==> src/rtl/time_set_ctrl_pkg.sv <==
// Shared types, limits and field arithmetic for the time-setting front end.
package time_set_pkg;

  localparam int HOURS_W   = 5;
  localparam int MINUTES_W = 6;

  localparam logic [HOURS_W-1:0]   HOURS_MAX   = 5'd23;
  localparam logic [MINUTES_W-1:0] MINUTES_MAX = 6'd59;

  typedef enum logic [1:0] {
    RUN      = 2'd0,
    SET_HOUR = 2'd1,
    SET_MIN  = 2'd2,
    COMMIT   = 2'd3
  } edit_state_e;

  // Captured live values outside the legal range start the edit from zero.
  function automatic logic [HOURS_W-1:0] clampHours(input logic [HOURS_W-1:0] h);
    return (h > HOURS_MAX) ? '0 : h;
  endfunction

  function automatic logic [MINUTES_W-1:0] clampMinutes(input logic [MINUTES_W-1:0] m);
    return (m > MINUTES_MAX) ? '0 : m;
  endfunction

  // One step up or down with wrap-around inside 0..HOURS_MAX.
  function automatic logic [HOURS_W-1:0] stepHours(input logic [HOURS_W-1:0] h, input logic up);
    if (up) return (h >= HOURS_MAX) ? '0 : h + HOURS_W'(1);
    else    return (h == '0 || h > HOURS_MAX) ? HOURS_MAX : h - HOURS_W'(1);
  endfunction

  // One step up or down with wrap-around inside 0..MINUTES_MAX.
  function automatic logic [MINUTES_W-1:0] stepMinutes(input logic [MINUTES_W-1:0] m, input logic up);
    if (up) return (m >= MINUTES_MAX) ? '0 : m + MINUTES_W'(1);
    else    return (m == '0 || m > MINUTES_MAX) ? MINUTES_MAX : m - MINUTES_W'(1);
  endfunction

endpackage

==> src/rtl/time_set_ctrl_if.sv <==
// Button, live-time and edited-time signals between the board side and the
// time-setting controller. The controller uses the slave view.
interface time_set_ctrl_if;
  import time_set_pkg::*;

  logic                 btn_mode;
  logic                 btn_inc;
  logic                 btn_dec;
  logic [HOURS_W-1:0]   cur_hours;
  logic [MINUTES_W-1:0] cur_minutes;
  logic [HOURS_W-1:0]   set_hours;
  logic [MINUTES_W-1:0] set_minutes;
  logic                 load;
  logic                 editing;
  logic                 blank_hours;
  logic                 blank_minutes;

  modport master (
    output btn_mode, btn_inc, btn_dec, cur_hours, cur_minutes,
    input  set_hours, set_minutes, load, editing, blank_hours, blank_minutes
  );

  modport slave (
    input  btn_mode, btn_inc, btn_dec, cur_hours, cur_minutes,
    output set_hours, set_minutes, load, editing, blank_hours, blank_minutes
  );

endinterface

==> src/rtl/time_set_ctrl_btn_debounce.sv <==
// One raw pushbutton: two-flop synchronizer, stability counter, and a
// single-cycle pulse when a new pressed level is accepted.
// After reset the button is locked out until it has been seen released for
// DEBOUNCE_CYCLES cycles, so a button held through reset never fires.
module btn_debounce #(
  parameter int DEBOUNCE_CYCLES = 500000
) (
  input  logic clk,
  input  logic rst,
  input  logic raw_i,
  output logic press_o
);

  localparam int               CNT_W    = $clog2(DEBOUNCE_CYCLES + 1);
  localparam logic [CNT_W-1:0] CNT_LAST = CNT_W'(DEBOUNCE_CYCLES - 1);

  logic             sync1_q;
  logic             sync2_q;
  logic             level_q;
  logic             block_q;
  logic             press_q;
  logic [CNT_W-1:0] cnt_q;
  logic             cntDone;

  assign cntDone = (cnt_q == CNT_LAST);
  assign press_o = press_q;

  // Synchronize, then accept a level only after it has been stable long enough.
  always_ff @(posedge clk) begin
    if (rst) begin
      sync1_q <= 1'b0;
      sync2_q <= 1'b0;
      level_q <= 1'b0;
      block_q <= 1'b1;
      press_q <= 1'b0;
      cnt_q   <= '0;
    end else begin
      sync1_q <= raw_i;
      sync2_q <= sync1_q;
      press_q <= 1'b0;
      if (block_q) begin
        if (sync2_q) begin
          cnt_q <= '0;
        end else if (cntDone) begin
          cnt_q   <= '0;
          block_q <= 1'b0;
        end else begin
          cnt_q <= cnt_q + CNT_W'(1);
        end
      end else if (sync2_q != level_q) begin
        if (cntDone) begin
          level_q <= sync2_q;
          press_q <= sync2_q;
          cnt_q   <= '0;
        end else begin
          cnt_q <= cnt_q + CNT_W'(1);
        end
      end else begin
        cnt_q <= '0;
      end
    end
  end

endmodule

==> src/rtl/time_set_ctrl.sv <==
// Time-setting controller: conditions the three buttons, walks the
// RUN -> SET_HOUR -> SET_MIN -> COMMIT edit sequence, blinks the active
// field and abandons an edit after a long idle period.
module time_set_ctrl
  import time_set_pkg::*;
#(
  parameter int DEBOUNCE_CYCLES = 500000,
  parameter int BLINK_CYCLES    = 12500000,
  parameter int TIMEOUT_CYCLES  = 500000000
) (
  input logic            clk,
  input logic            rst,
  time_set_ctrl_if.slave bus
);

  localparam int                IDLE_W     = $clog2(TIMEOUT_CYCLES + 1);
  localparam int                BLINK_W    = $clog2(BLINK_CYCLES + 1);
  localparam logic [IDLE_W-1:0] IDLE_LAST  = IDLE_W'(TIMEOUT_CYCLES - 1);
  localparam logic [BLINK_W-1:0] BLINK_LAST = BLINK_W'(BLINK_CYCLES - 1);

  edit_state_e          state_q, state_d;
  logic [HOURS_W-1:0]   hours_q, hours_d;
  logic [MINUTES_W-1:0] minutes_q, minutes_d;
  logic [IDLE_W-1:0]    idleCnt_q, idleCnt_d;
  logic [BLINK_W-1:0]   blinkCnt_q, blinkCnt_d;
  logic                 phase_q, phase_d;
  logic                 modePress, incPress, decPress;

  btn_debounce #(.DEBOUNCE_CYCLES(DEBOUNCE_CYCLES)) modeBtn (
    .clk(clk), .rst(rst), .raw_i(bus.btn_mode), .press_o(modePress));
  btn_debounce #(.DEBOUNCE_CYCLES(DEBOUNCE_CYCLES)) incBtn (
    .clk(clk), .rst(rst), .raw_i(bus.btn_inc), .press_o(incPress));
  btn_debounce #(.DEBOUNCE_CYCLES(DEBOUNCE_CYCLES)) decBtn (
    .clk(clk), .rst(rst), .raw_i(bus.btn_dec), .press_o(decPress));

  // Register the edit state, the edited time and the idle/blink timers.
  always_ff @(posedge clk) begin
    if (rst) begin
      state_q    <= RUN;
      hours_q    <= '0;
      minutes_q  <= '0;
      idleCnt_q  <= '0;
      blinkCnt_q <= '0;
      phase_q    <= 1'b0;
    end else begin
      state_q    <= state_d;
      hours_q    <= hours_d;
      minutes_q  <= minutes_d;
      idleCnt_q  <= idleCnt_d;
      blinkCnt_q <= blinkCnt_d;
      phase_q    <= phase_d;
    end
  end

  // Mode presses advance the edit; inc/dec edit the active field; idle time
  // drives both the blink phase and the abandon-edit timeout.
  always_comb begin
    state_d    = state_q;
    hours_d    = hours_q;
    minutes_d  = minutes_q;
    idleCnt_d  = idleCnt_q;
    blinkCnt_d = blinkCnt_q;
    phase_d    = phase_q;
    case (state_q)
      RUN: begin
        idleCnt_d = '0;
        if (modePress) begin
          state_d    = SET_HOUR;
          hours_d    = clampHours(bus.cur_hours);
          minutes_d  = clampMinutes(bus.cur_minutes);
          blinkCnt_d = '0;
          phase_d    = 1'b0;
        end
      end
      SET_HOUR, SET_MIN: begin
        if (modePress) begin
          state_d    = (state_q == SET_HOUR) ? SET_MIN : COMMIT;
          idleCnt_d  = '0;
          blinkCnt_d = '0;
          phase_d    = 1'b0;
        end else if (incPress || decPress) begin
          idleCnt_d  = '0;
          blinkCnt_d = '0;
          phase_d    = 1'b0;
          if (incPress != decPress) begin
            if (state_q == SET_HOUR) hours_d   = stepHours(hours_q, incPress);
            else                     minutes_d = stepMinutes(minutes_q, incPress);
          end
        end else if (idleCnt_q == IDLE_LAST) begin
          state_d = RUN;
        end else begin
          idleCnt_d = idleCnt_q + IDLE_W'(1);
          if (blinkCnt_q == BLINK_LAST) begin
            blinkCnt_d = '0;
            phase_d    = ~phase_q;
          end else begin
            blinkCnt_d = blinkCnt_q + BLINK_W'(1);
          end
        end
      end
      COMMIT: begin
        state_d   = RUN;
        idleCnt_d = '0;
      end
      default: state_d = RUN;
    endcase
  end

  assign bus.set_hours     = hours_q;
  assign bus.set_minutes   = minutes_q;
  assign bus.load          = (state_q == COMMIT);
  assign bus.editing       = (state_q != RUN);
  assign bus.blank_hours   = (state_q == SET_HOUR) && phase_q;
  assign bus.blank_minutes = (state_q == SET_MIN) && phase_q;

endmodule

==> src/flat_wrapper.sv <==
// flat-port wrapper written by rule: the top's interface ports become plain ports
module time_set_ctrl_flat import time_set_pkg::*;
#(
  parameter int DEBOUNCE_CYCLES = 500000,
  parameter int BLINK_CYCLES    = 12500000,
  parameter int TIMEOUT_CYCLES  = 500000000
)
  (clk, rst, bus_btn_mode, bus_btn_inc, bus_btn_dec, bus_cur_hours, bus_cur_minutes, bus_set_hours, bus_set_minutes, bus_load, bus_editing, bus_blank_hours, bus_blank_minutes);
  time_set_ctrl_if bus_i ();
  input logic clk;
  input logic rst;
  input wire logic [$bits(bus_i.btn_mode)-1:0] bus_btn_mode;
  input wire logic [$bits(bus_i.btn_inc)-1:0] bus_btn_inc;
  input wire logic [$bits(bus_i.btn_dec)-1:0] bus_btn_dec;
  input wire logic [$bits(bus_i.cur_hours)-1:0] bus_cur_hours;
  input wire logic [$bits(bus_i.cur_minutes)-1:0] bus_cur_minutes;
  output wire logic [$bits(bus_i.set_hours)-1:0] bus_set_hours;
  output wire logic [$bits(bus_i.set_minutes)-1:0] bus_set_minutes;
  output wire logic [$bits(bus_i.load)-1:0] bus_load;
  output wire logic [$bits(bus_i.editing)-1:0] bus_editing;
  output wire logic [$bits(bus_i.blank_hours)-1:0] bus_blank_hours;
  output wire logic [$bits(bus_i.blank_minutes)-1:0] bus_blank_minutes;
  assign bus_i.btn_mode = bus_btn_mode;
  assign bus_i.btn_inc = bus_btn_inc;
  assign bus_i.btn_dec = bus_btn_dec;
  assign bus_i.cur_hours = bus_cur_hours;
  assign bus_i.cur_minutes = bus_cur_minutes;
  assign bus_set_hours = bus_i.set_hours;
  assign bus_set_minutes = bus_i.set_minutes;
  assign bus_load = bus_i.load;
  assign bus_editing = bus_i.editing;
  assign bus_blank_hours = bus_i.blank_hours;
  assign bus_blank_minutes = bus_i.blank_minutes;
  time_set_ctrl #(.DEBOUNCE_CYCLES(DEBOUNCE_CYCLES), .BLINK_CYCLES(BLINK_CYCLES), .TIMEOUT_CYCLES(TIMEOUT_CYCLES)) u_core (.clk(clk), .rst(rst), .bus(bus_i));
endmodule
==> config.mk <==
export PLATFORM = sky130hd
export DESIGN_NAME = time_set_ctrl_flat
export DESIGN_NICKNAME = d
export VERILOG_FILES = /design/src/rtl/time_set_ctrl_pkg.sv /design/src/rtl/time_set_ctrl_if.sv /design/src/rtl/time_set_ctrl_btn_debounce.sv /design/src/rtl/time_set_ctrl.sv /design/src/flat_wrapper.sv
export SDC_FILE = /design/constraint.sdc
export NUM_CORES = 1
export LEC_CHECK = 0
export ABC_AREA = 1
export BUFFER_PORTS_ARGS = -buffer_cell sky130_fd_sc_hd__buf_2
export CORE_MARGIN = 3
export CORE_UTILIZATION = 47
export DETAILED_ROUTE_END_ITERATION = 8
export SETUP_SLACK_MARGIN = 0.15
export SLEW_MARGIN = 40
export SYNTH_ARGS = -nofsm -noshare
export SYNTH_HDL_FRONTEND = slang
export SYNTH_SLANG_ARGS = --single-unit
==> constraint.sdc <==
create_clock -name clk -period 3.5 [get_ports clk]
set_input_delay 0.175 -clock clk [delete_from_list [all_inputs] [get_ports clk]]
set_output_delay 0.175 -clock clk [all_outputs]
set_load 0.01 [all_outputs]
==> results.txt, run 1 <==
CP max FO: 17
final critical-path setup slack: 764 ps
Synth top cells by count: nand2_1, nor2_1, inv_1, dfxtp_1, nand3_1
Crit path arrival time: 3060 ps
max-cap violation count: 0
worst hold slack: 84.1 ps
Max Clock Freq: 365 MHz
total iterations of the first detailed-routing run: 5
Die Span X: 132 um
Antenna Cells: 0
vias per cell: 5.04
Final period util: 0.782
I/O pin cnt: 31
Routability Congestion: 0.901
Rel. slew slack: 0.579
DIE HEIGHT: 132 um
CTS Buf Count: 17
critical setup path kind: flip-flop to flip-flop
Mapped Area: 7450 um2
design area: 8390 um2
global-route wire length before repair: 29,000 um
layout cells sized above 1: 0.0938
Core ar.: 15,400 um2
area delta synth->final: 12.7%
flop and latch count out of synthesis: 139
Reg clk slew, reported paths: 60 ps
result of the run: finished clean
WL/cell: 12.2 um
# DRC: 0
HPWL after DPL: 12,200 um
htree depth: 4
synth unique cells: 49
Post-synth EDFFs: 0
Worst setup SP type: flip-flop
Starting DRT DRC Count: 426
Filler Cell Count: 1,522
Setup Buffers After CTS: 0
syn nets: 1,137
TritonCTS clock tree: done
post-route clock skew: 7.03 ps
CTS Buffer Depth: 2
num rows: 45
Clk Latency, worst-skew pair: 430 ps
Max VDD drop: 0.378 mV
Leak Pwr: 3.17 nW
HP Start: bus_cur_hours[0]
largest net degree at the start of global routing: 29
register area share after synthesis: 0.374
Initial Util: 0.485
crit end category: flip-flop
fin nets: 1,172
grt ovf: 0
top sig layer: met4
worst slew pin tran: 632 ps
Die Footprint: 17,400 um2
Crit. Startpoint: u_core.incBtn.press_o$_SDFF_PP0_
Avg Inst Size Synth: 6.74 um2
Hold Vio Cnt, Final: 0
top cell type's share of synthesized area: 0.374
Detail Route Antenna Nets: 0
HP Class: primary input to flip-flop
met3 wire length: 557 um
WP data required: 3820 ps
cells after synthesis: 1,105
global-route usage over all layers: 0.198
Slew Viols, Final: 0
met1 WL: 8100 um
Detailed Route WL: 16,600 um
Clock Tree Root: clkbuf_16
via count: 6,873
RSZ-0062 raised after global routing: false
cell accounting for the most synthesized area: dfxtp_1
met2 wire length: 7620 um
Synth async-reset ratio: 0
Setup TNS: 0 ps
Post-CTS Resized: 0
top post-synthesis cells by area: dfxtp_1, nand2_1, nor2_1
clock sink count: 139
total chip power: 3.75 mW
min Tclk post-route: 2740 ps
initial antenna violation count: 0
input/output buffers: 30
worst slack, placed: 805 ps
Placement Cell Area: 7770 um2
vias in the first global route: 6,330
Pwr per Cell Area: 447 nW/um2
final setup vio count: 0
r2r startpoint: u_core.incBtn.press_o$_SDFF_PP0_
Synth warnings: 0
Main synth FF type: dfxtp_1
top-count cell post-synth: nand2_1
## cell type report
class / count / area (um2) / area share
multi-input combinational: 799 / 4000 / 0.476
timing repair buffer: 36 / 203 / 0.0242
tap: 211 / 264 / 0.0315
sequential: 139 / 2780 / 0.332
clock buffer: 20 / 447 / 0.0532
clock inverter: 11 / 146 / 0.0174
inverter: 147 / 553 / 0.0659
## per-stage QoR
stage | std cells | util
5_1_grt | 1363 | 0.546
3_3_place_gp | 1329 | 0.505
6_report | 1363 | 0.546
3_5_place_dp | 1329 | 0.505
4_1_cts | 1363 | 0.546
2_1_floorplan | 1105 | -
## critical path, stage by stage (launching register included)
cell	delay [ps]
dfxtp_1	570
clkinv_1	330
ha_1	390
nand4_1	180
nor2_4	70
nand3_4	180
nand2_2	190
inv_2	300
nand2_1	160
o21ai_0	180
nor2_1	60
## cell usage in the layout, fill, tap and decap left out, drive strengths merged, types with 5 or more instances in the layout
master / instances
a21oi: 73
a31oi: 6
buf: 33
clkbuf: 20
clkinv: 8
dfxtp: 139
ha: 16
inv: 145
nand2: 243
nand3: 76
nand3b: 5
nand4: 30
nor2: 185
nor3: 44
nor3b: 13
nor4: 7
o21ai: 53
xnor2: 8
xor2: 22
## timing repair
item | 4_1_cts | 5_1_grt
endpoints found under the hold margin | 3 | 0
endpoints found under the setup margin | 0 | 0
hold buffers | 3 | 0
## registers in the layout, summed over array words and instances (netlist names), 2 cells and up
signal / flops
u_core.bus.set_hours: 5
u_core.bus.set_minutes: 6
u_core.idleCnt_q: 29
u_core.decBtn.cnt_q: 19
u_core.incBtn.cnt_q: 19
u_core.blinkCnt_q: 24
u_core.modeBtn.cnt_q: 19
u_core.state_q: 2
## per-layer routing
| layer | up-vias | global-route usage |
|---|---|---|
| met3 | 29 | 0.0546 |
| met5 | - | 0 |
| met2 | 97 | 0.320 |
| met4 | 0 | 0.0729 |
| li1 | 3658 | - |
| met1 | 3089 | 0.253 |
## final timing paths
kind | endpoint | slack [ps] | depth (start not counted)
max | u_core.blinkCnt_q[4]$_SDFFE_PP0P_ | 760 | 10
min | u_core.bus.set_hours[0]$_SDFFE_PP0P_ | 80 | 3
max reg2reg | u_core.blinkCnt_q[4]$_SDFFE_PP0P_ | 760 | 10
min reg2reg | u_core.incBtn.sync2_q$_SDFF_PP0_ | 400 | 2
## where the power goes
group          internal [mW]  total, mW  switching (mW)  leakage (nW)
logic                 0.0999      0.286           0.186          1.76
registers               1.61       1.64          0.0324          1.12
clock network           1.13       1.82           0.691         0.286
total                   2.84       3.75           0.910          3.17
## logic make-up (layout without fill, tap and decap cells)
family                   Yosys count  after routing  share of synthesized area
AO/OA/AOI/OAI                    146            146                      0.109
XOR/XNOR                          30             30                     0.0353
adder cells (fa/ha/maj)           16             16                     0.0269
buffers and inverters            167            214                     0.0897
flip-flops                       139            139                      0.374
AND/OR/NAND/NOR                  607            607                      0.366
(Power assumes the default switching activity.)
==> run 2, diff against run 1 <==
==> constraint.sdc (replaced) <==
create_clock -name clk -period 2.7 [get_ports clk]
set_input_delay 0.135 -clock clk [delete_from_list [all_inputs] [get_ports clk]]
set_output_delay 0.135 -clock clk [all_outputs]
set_load 0.01 [all_outputs]
==> run 2 against run 1 <==
Against the previous run:
- worst setup slack lost 280 ps
- maximum frequency grew 24%
- register-to-register slack lost 280 ps
- final cell count grew 0.29%
- hold slack lost 38 ps
- critical path depth is the same
- first-iteration DRC count shrank 13%
- global-route usage shrank 0.056 points
- core utilization is essentially flat
- clock power grew 21%
- routed wire length grew 1.5%
- non-clock buffer count grew 4
- largest cell class unchanged
- largest power group unchanged
==> results.txt, run 2 (synthesized netlist as in run 1, its figures left out) <==
design area: 8390 um2
crit end category: flip-flop
CP max FO: 17
Starting DRT DRC Count: 371
Max Clock Freq: 452 MHz
total chip power: 4.70 mW
R2R depth: 10
Clock Tree Root: clkbuf_16
Leak Pwr: 3.16 nW
result of the run: finished clean
Worst setup SP type: flip-flop
Max VDD drop: 0.470 mV
worst slew pin tran: 642 ps
area delta synth->final: 12.6%
via count: 6,880
CP Cell Sequence: clkinv_1 -> ha_1 -> nand4_1 -> nor2_4 -> nand3_4 -> nand2_2 -> inv_2 -> nand2_1 -> o21ai_0 -> nor2_1
Worst Hold Depth: 3
CTS Buf Count: 17
TritonCTS clock tree: done
Antenna Cells: 0
HP Class: primary input to flip-flop
CP max-delay cell: dfxtp_1
critical setup path kind: flip-flop to flip-flop
CTS Buffer Depth: 2
vias in the first global route: 6,461
clock sink count: 139
Largest Register: u_core.idleCnt_q
Crit path arrival time: 2530 ps
I/O pin cnt: 31
Final period util: 0.820
Largest register FFs: 29
HPWL after DPL: 12,300 um
worst path bufs/invs: 2
global-route wire length before repair: 29,000 um
Clk Latency, worst-skew pair: 420 ps
Post-Place Cells: 1,333
CP peak stage delay: 330 ps
layout cells sized above 1: 0.0969
global-route usage over all layers: 0.197
Routability Congestion: 0.891
Filler Cell Count: 1,576
Post-CTS Resized: 0
final setup vio count: 0
post-route clock skew: 6.73 ps
input/output buffers: 30
grt ovf: 0
biggest regs: u_core.idleCnt_q x29, u_core.blinkCnt_q x24
max-cap violation count: 0
commonest non-fill, non-tap cells in the layout: nand2_1, nor2_1, inv_1
Die Footprint: 17,400 um2
min Tclk post-route: 2210 ps
commonest non-fill, non-tap cell in the layout: nand2_1
Reg clk slew, reported paths: 60 ps
Setup TNS: 0 ps
WL/cell: 12.3 um
total iterations of the first detailed-routing run: 5
CP delay by family, top: simple AND/OR/NAND/NOR gates
initial antenna violation count: 0
RSZ-0062 raised after global routing: false
largest net degree at the start of global routing: 20
vias per cell: 5.03
WP data required: 3010 ps
Core ar.: 15,400 um2
Slew Viols, Final: 0
Pwr per Cell Area: 561 nW/um2
# DRC: 0
fin nets: 1,176
CP Depth: 10
Layout Cells excl Fill: 1,367
Detail Route Antenna Nets: 0
DIE HEIGHT: 132 um
Initial Util: 0.485
Die Span X: 132 um
final core utilization: 0.546
Rel. slew slack: 0.568
num rows: 45
htree depth: 4
Placement Cell Area: 7800 um2
Hold Vio Cnt, Final: 0
Detailed Route WL: 16,900 um
run 2: cell types whose count changed in the layout (fill, tap and decap cells not counted), sizes merged:
cell      previous run  this run
clkbuf              20        21
clkinv               8         6
bufinv               3         1
buf                 33        37
clkinvlp             2         5
run 2: area by class of cell:
cell class	count	area, um2	share of cell area
Multi-Input combinational cell	799	4000	0.477
Sequential cell	139	2780	0.332
Inverter	147	553	0.0660
Clock buffer	21	460	0.0549
Tap cell	211	264	0.0315
Timing Repair Buffer	40	233	0.0278
Clock inverter	10	95.1	0.0113
run 2: through the flow:
stage | setup slack (ps) | hold slack (ps)
2_1_floorplan | 837 | 242
5_1_grt | 195 | 49.4
3_3_place_gp | 577 | 343
6_report | 487 | 45.9
3_5_place_dp | 507 | 340
4_1_cts | 492 | 32.6
run 2: repair_timing:
item                                   in CTS  in global routing
buffers inserted                            0                  0
hold buffers                                3                  0
endpoints found under the hold margin       3                  0
run 2: metal layers:
| layer | track usage | vias to the layer above | share of wire |
|---|---|---|---|
| met1 | 0.251 | 3096 | 0.48 |
| met3 | 0.0466 | 10 | 0.033 |
| met4 | 0.0607 | 0 | 0.0089 |
| met2 | 0.333 | 110 | 0.47 |
| li1 | - | 3664 | - |
| met5 | 0 | - | 0 |
run 2: power breakdown:
part	total [mW]	switching, mW	internal, mW
Clock	2.20	0.889	1.31
Sequential	2.13	0.0413	2.09
Combinational	0.376	0.244	0.132
Total	4.70	1.17	3.53
run 2: worst paths after layout:
| kind | to | slack, ps | start |
|---|---|---|---|
| max | u_core.blinkCnt_q[4]$_SDFFE_PP0P_ | 490 | u_core.incBtn.press_o$_SDFF_PP0_ |
| min | u_core.bus.set_hours[2]$_SDFFE_PP0P_ | 50 | bus_cur_hours[2] |
| max reg2reg | u_core.blinkCnt_q[4]$_SDFFE_PP0P_ | 490 | u_core.incBtn.press_o$_SDFF_PP0_ |
| min reg2reg | u_core.decBtn.sync2_q$_SDFF_PP0_ | 400 | u_core.decBtn.sync1_q$_SDFF_PP0_ |
run 2: worst reg2reg max path: cells and delay by family, from the launching register on:
family,cells,cell delay (ps)
AOI/OAI and AO/OA,1,170
buffers and inverters,2,520
DFF,1,330
and+or+nand+nor,6,800
adders and majority gates,1,280
==> run 3, diff against run 2 <==
==> constraint.sdc (replaced) <==
create_clock -name clk -period 2.1 [get_ports clk]
set_input_delay 0.105 -clock clk [delete_from_list [all_inputs] [get_ports clk]]
set_output_delay 0.105 -clock clk [all_outputs]
set_load 0.01 [all_outputs]
==> run 3 against run 2 <==
Against the previous run:
- via count rose by 1.4%
- register-to-register slack got worse by 230 ps
- count of clock-buffer cells in the layout decreased by 2
- critical endpoint is now u_core.idleCnt_q[7]$_SDFFE_PP0P_
==> results.txt, run 3 (synthesized netlist as in run 1, its figures left out) <==
final setup vio count: 0
Max VDD drop: 0.799 mV
CTS Buf Count: 17
Clock Tree Root: clkbuf_16
final critical-path setup slack: 261 ps
CP delay by family, top: buffers and inverters
HPWL after DPL: 12,600 um
top sig layer: met4
critical setup path kind: flip-flop to flip-flop
met3 wire length: 507 um
result of the run: finished clean
fin nets: 1,202
# DRC: 0
worst slew pin tran: 468 ps
Layout Cells excl Fill: 1,393
CP Cell Sequence: inv_1 -> ha_1 -> inv_2 -> nor2_4 -> inv_1 -> nor2_2 -> inv_2 -> nor2_4 -> buf_4 -> o21ai_0 -> a21oi_1
HP Class: primary input to flip-flop
Die Span X: 132 um
Die Footprint: 17,400 um2
initial antenna violation count: 0
worst slack, placed: 122 ps
worst reg2reg setup slack: 260 ps
global-route wire length before repair: 30,000 um
Largest Register: u_core.idleCnt_q
Slew Viols, Final: 0
met1 WL: 8470 um
via count: 6,979
Reg clk slew, reported paths: 60 ps
RSZ-0062 raised after global routing: true
Max Clock Freq: 544 MHz
CTS Buffer Depth: 2
Starting DRT DRC Count: 384
Initial Util: 0.485
Post-Place Cells: 1,349
DIE HEIGHT: 132 um
CP peak stage delay: 360 ps
cell internal pwr: 4.55 mW
global-route usage over all layers: 0.203
CP max-delay cell: dfxtp_2
area occupied by registers: 2790 um2
WL/cell: 12.4 um
num rows: 45
layout cells sized above 1: 0.135
crit end category: flip-flop
WP data required: 2450 ps
input/output buffers: 30
Antenna Cells: 0
Detail Route Antenna Nets: 0
Leak Pwr: 3.31 nW
largest net degree at the start of global routing: 18
sw frac: 0.258
TritonCTS clock tree: done
Pwr per Cell Area: 703 nW/um2
Detailed Route WL: 17,300 um
Clock power frac: 0.467
max-cap violation count: 0
total iterations of the first detailed-routing run: 5
area delta synth->final: 17.1%
grt ovf: 0
Hold Vio Cnt, Final: 0
biggest regs: u_core.idleCnt_q x29, u_core.blinkCnt_q x24
met2 wire length: 8070 um
Rel. slew slack: 0.685
Core ar.: 15,400 um2
sequential power share: 0.446
I/O pin cnt: 31
Setup TNS: 0 ps
post-route clock skew: 5.78 ps
Comb power frac: 0.086
Filler Cell Count: 1,529
min Tclk post-route: 1840 ps
worst path bufs/invs: 5
commonest non-fill, non-tap cell in the layout: nand2_1
htree depth: 4
Routability Congestion: 0.897
commonest non-fill, non-tap cells in the layout: nand2_1, nor2_1, inv_1
switching pwr: 1.58 mW
vias per cell: 5.01
Largest register FFs: 29
CP max FO: 11
vias in the first global route: 6,439
Final period util: 0.875
clock sink count: 139
area of the multi-input gates: 4080 um2
Clk Latency, worst-skew pair: 420 ps
Crit path arrival time: 2190 ps
Worst setup SP type: flip-flop
==> run 3: cell types whose count changed in the layout (fill, tap and decap cells not counted), moves of 5 or more <==
cell	delta
buf_4	+19
dfxtp_1	-6
nor2_2	+5
dfxtp_2	+6
nor2_1	-7
==> run 3: power groups by stage <==
stage	clock network (mW)	logic, mW	registers [mW]
3_5_place_dp	0	0.498	2.79
6_report	2.86	0.530	2.73
2_1_floorplan	0	0.363	2.78
4_1_cts	2.94	0.512	2.73
3_3_place_gp	0	0.496	2.79
5_1_grt	3.05	0.603	2.74
==> run 3: worst paths after layout <==
path / startpoint / to / cells past startpoint
worst max register to register: u_core.state_q[0]$_SDFFE_PP0P_ / u_core.idleCnt_q[7]$_SDFFE_PP0P_ / 11
worst min-delay path: bus_cur_minutes[4] / u_core.bus.set_minutes[4]$_SDFFE_PP0P_ / 5
worst min register to register: u_core.incBtn.sync1_q$_SDFF_PP0_ / u_core.incBtn.sync2_q$_SDFF_PP0_ / 2
worst max-delay path: u_core.state_q[0]$_SDFFE_PP0P_ / u_core.idleCnt_q[7]$_SDFFE_PP0P_ / 11
==> run 3: routing by layer <==
layer | GRT usage | up-vias
met5 | 0 | -
met4 | 0.0595 | 0
met3 | 0.0439 | 24
met2 | 0.333 | 91
met1 | 0.271 | 3144
li1 | - | 3720
==> run 3: layout make-up <==
| class | instances | area share |
|---|---|---|
| multi-input cells | 799 | 0.468 |
| flip-flops and latches | 139 | 0.320 |
| inverters | 147 | 0.0647 |
| repair buffers | 66 | 0.0527 |
| clock buffers | 19 | 0.0508 |
| well taps | 211 | 0.0303 |
| clock inverters | 12 | 0.0133 |
==> run 3: repair_timing <==
item / in CTS / in global routing
pin swaps: 0 / 10
hold endpoints to repair: 6 / 0
hold buffers: 6 / 0
setup buffers: 0 / 7
setup endpoints to repair: 3 / 70
resized for setup: 2 / 35
==> run 3: worst register-to-register path, cell delays in order (launching register included) <==
cell and delay [ps]:
dfxtp_2 360, inv_1 80, ha_1 320, inv_2 60
nor2_4 180, inv_1 70, nor2_2 90, inv_2 60
nor2_4 100, buf_4 190, o21ai_0 130, a21oi_1 140
==> run 3: per-stage QoR <==
stage | total power [mW] | hold WS, ps | cell area [um2] | util
after floorplan | 3.15 | 212 | 7450 | -
after global placement | 3.29 | 326 | 7920 | 0.515
after detailed placement | 3.29 | 329 | 7920 | 0.515
after CTS | 6.18 | 23.5 | 8550 | 0.556
after global routing | 6.39 | 52.8 | 8720 | 0.567
final | 6.13 | 52.5 | 8720 | 0.567
